<file path="src/rtl/dmem_arbiter.sv">
// dmem_arbiter: shares one synchronous-read RAM port between the CPU dmem path and a peripheral.
// Optional starvation guard for the peripheral is enabled by defining DMEM_ARB_FAIRNESS_EN.
module dmem_arbiter #(
    parameter int ADDR_W   = 12,
    parameter int DATA_W   = 32,
    parameter int MAX_WAIT = 8
) (
    input  logic              clock,
    input  logic              reset,
    input  logic              cpu_req,
    input  logic              cpu_wren,
    input  logic [ADDR_W-1:0] cpu_addr,
    input  logic [DATA_W-1:0] cpu_data,
    output logic [DATA_W-1:0] cpu_q,
    output logic              cpu_stall,
    input  logic              per_req,
    input  logic              per_wren,
    input  logic [ADDR_W-1:0] per_addr,
    input  logic [DATA_W-1:0] per_data,
    output logic              per_gnt,
    output logic [DATA_W-1:0] per_q,
    output logic              per_valid,
    output logic              ram_wen,
    output logic [ADDR_W-1:0] ram_addr,
    output logic [DATA_W-1:0] ram_din,
    input  logic [DATA_W-1:0] ram_dout
);

    typedef enum logic [1:0] {
        OWN_NONE = 2'd0,
        OWN_CPU  = 2'd1,
        OWN_PER  = 2'd2
    } owner_e;

    owner_e            rd_owner_r;
    logic [DATA_W-1:0] cpu_q_r;
    logic [DATA_W-1:0] per_q_r;
    logic              per_valid_r;
    logic              cpu_gnt_s;
    logic              per_gnt_s;
    logic              force_per_s;

`ifdef DMEM_ARB_FAIRNESS_EN
    localparam int WAIT_W = $clog2(MAX_WAIT + 1);

    logic [WAIT_W-1:0] wait_cnt_r;

    // Starvation counter: counts denied peripheral cycles, saturating, cleared on grant.
    always_ff @(posedge clock) begin
        if (!reset) begin
            wait_cnt_r <= '0;
        end else if (per_gnt_s) begin
            wait_cnt_r <= '0;
        end else if (per_req && (wait_cnt_r != WAIT_W'(MAX_WAIT))) begin
            wait_cnt_r <= wait_cnt_r + WAIT_W'(1);
        end else begin
            wait_cnt_r <= wait_cnt_r;
        end
    end

    assign force_per_s = per_req && (wait_cnt_r == WAIT_W'(MAX_WAIT));
`else
    assign force_per_s = 1'b0;
`endif

    // Grant decision: CPU first unless the peripheral has waited its limit; nothing during reset.
    always_comb begin
        cpu_gnt_s = 1'b0;
        per_gnt_s = 1'b0;
        if (!reset) begin
            cpu_gnt_s = 1'b0;
            per_gnt_s = 1'b0;
        end else if (per_req && (force_per_s || !cpu_req)) begin
            per_gnt_s = 1'b1;
        end else if (cpu_req) begin
            cpu_gnt_s = 1'b1;
        end else begin
            cpu_gnt_s = 1'b0;
            per_gnt_s = 1'b0;
        end
    end

    // RAM port mux: the granted requester drives the port, idle port is all zeros.
    always_comb begin
        ram_wen  = 1'b0;
        ram_addr = '0;
        ram_din  = '0;
        if (cpu_gnt_s) begin
            ram_wen  = cpu_wren;
            ram_addr = cpu_addr;
            ram_din  = cpu_data;
        end else if (per_gnt_s) begin
            ram_wen  = per_wren;
            ram_addr = per_addr;
            ram_din  = per_data;
        end else begin
            ram_wen  = 1'b0;
            ram_addr = '0;
            ram_din  = '0;
        end
    end

    // Read-return tracking and capture of ram_dout one cycle after the grant.
    always_ff @(posedge clock) begin
        if (!reset) begin
            rd_owner_r  <= OWN_NONE;
            cpu_q_r     <= '0;
            per_q_r     <= '0;
            per_valid_r <= 1'b0;
        end else begin
            if (cpu_gnt_s && !cpu_wren) begin
                rd_owner_r <= OWN_CPU;
            end else if (per_gnt_s && !per_wren) begin
                rd_owner_r <= OWN_PER;
            end else begin
                rd_owner_r <= OWN_NONE;
            end
            case (rd_owner_r)
                OWN_CPU: begin
                    cpu_q_r     <= ram_dout;
                    per_q_r     <= per_q_r;
                    per_valid_r <= 1'b0;
                end
                OWN_PER: begin
                    cpu_q_r     <= cpu_q_r;
                    per_q_r     <= ram_dout;
                    per_valid_r <= 1'b1;
                end
                default: begin
                    cpu_q_r     <= cpu_q_r;
                    per_q_r     <= per_q_r;
                    per_valid_r <= 1'b0;
                end
            endcase
        end
    end

    assign cpu_stall = reset & cpu_req & ~cpu_gnt_s;
    assign per_gnt   = per_gnt_s;
    assign cpu_q     = cpu_q_r;
    assign per_q     = per_q_r;
    assign per_valid = per_valid_r;

endmodule

</file>
<file path="config.mk">
export PLATFORM = sky130hd
export DESIGN_NAME = dmem_arbiter
export DESIGN_NICKNAME = d
export VERILOG_FILES = /design/src/rtl/dmem_arbiter.sv
export SDC_FILE = /design/constraint.sdc
export NUM_CORES = 1
export LEC_CHECK = 0
export ABC_AREA = 0
export CAP_MARGIN = 20
export CORE_UTILIZATION = 34
export DETAILED_ROUTE_END_ITERATION = 10
export PLACE_DENSITY = 0.8
export SLEW_MARGIN = 25
export SYNTH_ARGS = -nofsm -noshare
export SYNTH_HDL_FRONTEND = slang
export SYNTH_SLANG_ARGS = --single-unit
export TNS_END_PERCENT = 10
</file>
<file path="constraint.sdc">
create_clock -name clock -period 1.35 [get_ports clock]
set_input_delay 0.27 -clock clock [delete_from_list [all_inputs] [get_ports clock]]
set_output_delay 0.27 -clock clock [all_outputs]
set_load 0.01 [all_outputs]
</file>
# [Word level (Yosys, flattened, before mapping)]
# Index checks and enable logic that the tools add are counted.
[totals] regBits=67 out_inout_bits=112 elab_cells=32 inputBits=126
[op_classes] eq_ne=2 n_reduce_logical=7 bitwise_logic=4 n_mux=14
[ops] op="$mux W32" count=2
[ops] op="$mux W12" count=2
[ops] op="$mux W1" count=9
[ops] op="$logic_and A1 B1 Y1" count=3
[ops] op="$logic_not A1 Y1" count=3
[ops] op="$and A1 B1 Y1" count=2
[ops] op="$eq A2 B1 Y1 const B" count=1
[ops] op="$eq A2 B2 Y1 const B" count=1
[ops] op="$mux W2" count=1
[ops] op="$not A1 Y1" count=2
[ops] op="$reduce_or A2 Y1" count=1

# [Depth between registers and ports, before layout]
[logic_depth] word_depth=7 mapped_depth=5 depth_no_buf=2

# [Worst setup path after synthesis]
# Ideal clock, no wire load.
[synth_timing] kind="input-to-output" start="input reset" end="output ram_din[0]" path_slack_ns=0.038 t_arrival_ns=1.042 n_path_buf=3 path_stages=5 required_ns=1.080 path_cell_list="buf_6 and2_1 buf_4 buf_6 a32o_1"
[synth_between] elab_chain_cells=3 elab_cells_between_ends=4
[synth_rtl] item="start: declaration" line_no="9" text="input logic reset,"
[synth_rtl] item="$mux W1" line_no="70" text="if (!reset) begin"
[synth_rtl] item="$mux W32" line_no="92" text="end else if (per_gnt_s) begin"
[synth_rtl] item="$mux W32 *" line_no="88" text="if (cpu_gnt_s) begin"
[synth_rtl] item="end: declaration" line_no="25" text="output logic [DATA_W-1:0] ram_din,"
# Mark *: on every way between the ends. The rest lies on a longest branch, timed or not.

# [Worst setup path after layout]
[layout_timing] start="input reset" end="output ram_din[7]"
# The elaborated chain is that of the path after synthesis.

==> out/metrics.csv <==
stage,metric,value,unit
status,status,"complete, but fails checks",
status,violations,negative setup slack,
sta,slew_headroom,56.6,%
cts,cts_tree,built,
critical_path,arrival,1.14,ns
final_layout,design_area,5590,um2
place,dp.cells,642,
critical_path,cp_max_fo,8,
sta,hold_viol_final,0,
sta,final.setup.worst_slack,-0.0554,ns
cts,clkSinkCount,67,
final_layout,nFillCells,758,
logic_synthesis,syn_nets,443,
global_route,grt.total_usage,22.5,%
sta,worst_pin_slew,0.652,ns
sta,min_period,1.41,ns
critical_path,crit_chain,buf_6 > nor2b_4 > buf_4 > buf_6 > a32o_1 > buf_2,
cts,clk_path_buf_depth,2,
global_route,antenna_found_initial,0,
final_layout,fin_util,63.8,%
place,dp_hpwl,8200,um
critical_path,endpoint_kind,output pin,
sta,setup-tns-final,-0.752,ns
floorplan,core,8760,um2
logic_synthesis,synth_warnings,0,
final_layout,final_cell_count_no_fill,665,
logic_synthesis,netlist_instances,317,
detailed_routing,wirelength,11000,um
floorplan,die_area,9510,um2
detailed_routing,via_per_inst,5.01,
run,cap_viol_max_count,0,
detailed_routing,drt_iter0_drc,80,
critical_path,critPathRequiredTime,1.08,ns
final_layout,synthToLayoutAreaGrowth,80.3,%
sta,setup_violations,28,
min_path,hp-class,primary input to register,
logic_synthesis,syn_area_per_cell,9.78,um2
critical_path,slowest_delay,0.24,ns
place,place_area,5540,um2
floorplan,core.rowCount,34,
detailed_routing,remaining_drc_errors,0,
place,port_buffers,236,
floorplan,die_h,97.5,um
critical_path,slowest_stage,a32o_1,
sta,finClkSkew,0.00517,ns
detailed_routing,vias,3330,
place,gp_congestion,0.912,
sta,rsz0062_at_grt,yes,
final_layout,nNetsFinal,678,
floorplan,start_util,35.4,%
logic_synthesis,yosysSeqAreaShare,43.3,%
logic_synthesis,synth.distinct_cells,15,
cts,h-tree-depth,3,
place,post-place-ws,-0.925,ns
cts,clockRootBuffer,clkbuf_8,
floorplan,chipWidth,97.5,um
logic_synthesis,ys_ff_latch,67,
power_and_ir_drop,ir_drop,0.373,mV
cts,holdBufCountCts,0,
critical_path,critPathTopFamily,buffers and inverters,
global_route,grt_max_degree,98,
global_route,grt_pass1_wl,16900,um
cts,cts.reportedPaths.clkPinSlew,0.07,ns
cts,worstSkewPairLatency,0.33,ns
critical_path,critPathLaunchType,primary input,
sta,slew_viol_final,0,
detailed_routing,final_antenna_net_count,0,
detailed_routing,wl_per_cell,16.5,um
cts,cts_inserted_buffers,9,
sta,finalCritPeriodShare,104,%
power_and_ir_drop,p_leak,2.72,nW
final_layout,antenna_cells,0,
critical_path,crit_type,primary input to output pin,
logic_synthesis,syn_area,3100,um2
final_layout,drive_above_1_share,16.9,%
floorplan,io_pins,238,
global_route,grt.overflow.total,0,
critical_path,cp_common_cell,buf_6,
critical_path,worst-path-buf-inv,4,
power_and_ir_drop,p_per_area,848,nW/um2
global_route,grt_pass1_vias,3367,
sta,fmax,712,MHz
detailed_routing,firstDrtPassIters,5,
==> worst min-delay path, stage by stage <==
cell,delay [ns]
buf_6,0.09
buf_4,0.10
nor3_1,0.04
==> cell usage in the layout, fill, tap and decap left out, types with 4 or more instances in the layout <==
cell and count:
mux2i_1 64, dlygate4sd2_1 67, buf_6 13, a32o_1 42, buf_4 8, dlymetal6s2s_1 4
buf_2 42, nand2_1 97, clkbuf_8 9, clkdlybuf4s50_1 116, dfxtp_1 67, buf_12 6
==> what timing repair did <==
item                       CTS  global route
resized for setup          274            13
pin swaps                   27            11
gates cloned                 3             0
setup buffers                4             1
setup endpoints to repair  112            38
==> cells by family after synthesis <==
kind of cell	after synthesis	share of synthesized area, %
and+or+nand+nor	105	13.5
DFF	67	43.3
other	1	0.121
muxes	64	20.7
buffers and inverters	35	7.95
AOI/OAI and AO/OA	45	14.5
==> flip-flops by register name, summed over array words and instances (netlist names) <==
signal      cells
cpu_q          32
per_valid       1
per_q          32
rd_owner_r      2
==> metal layers <==
layer  vias up  global-route usage (%)  routed length (um)
li1       1603                       -                   -
met5         -                       0                   0
met1      1545                    21.9                3960
met2       160                    43.4                5820
met4         0                    7.47                 261
met3        22                    8.06                 908
==> per-stage QoR <==
step / hold WS, ns / total power [mW]
after CTS: 0.195 / 4.79
after detailed placement: 0.452 / 3.21
after floorplan: 0.342 / 2.51
after global routing: 0.203 / 4.96
final: 0.212 / 4.74
after global placement: 0.442 / 3.19
==> final timing paths <==
kind	startpoint	to	slack, ns	cells after the start
hold reg to reg	cpu_q[14]	cpu_q[14]	0.46	2
hold / removal	cpu_req	rd_owner_r[1]	0.21	3
setup reg to reg	rd_owner_r[1]	per_q[9]	0.24	3
setup / recovery	reset	ram_din[7]	-0.06	6
==> power breakdown <==
group / switching [mW] / internal, mW
registers: 0.0259 / 2.03
clock network: 0.784 / 0.864
logic: 0.415 / 0.623
total: 1.22 / 3.52
==> area by class of cell <==
class	instances	area, um2	area share (%)
Multi-Input combinational cell	215	1530	27.3
Clock buffer	9	124	2.22
Clock inverter	7	77.6	1.39
Sequential cell	67	1340	24.0
Tap cell	108	135	2.42
Timing Repair Buffer	259	2380	42.6
==> synth_stat cells, drive strengths merged <==
master	number	area share, %
nor3	1	0.16
dfxtp	67	43
nor2	1	0.12
and2	2	0.40
buf	26	6.9
nand2	97	12
nand2b	1	0.20
conb	1	0.12
mux2i	64	21
nor2b	3	0.85
clkbuf	9	1.1
a32o	45	15
Note: power is estimated with default switching activity, not from simulation.
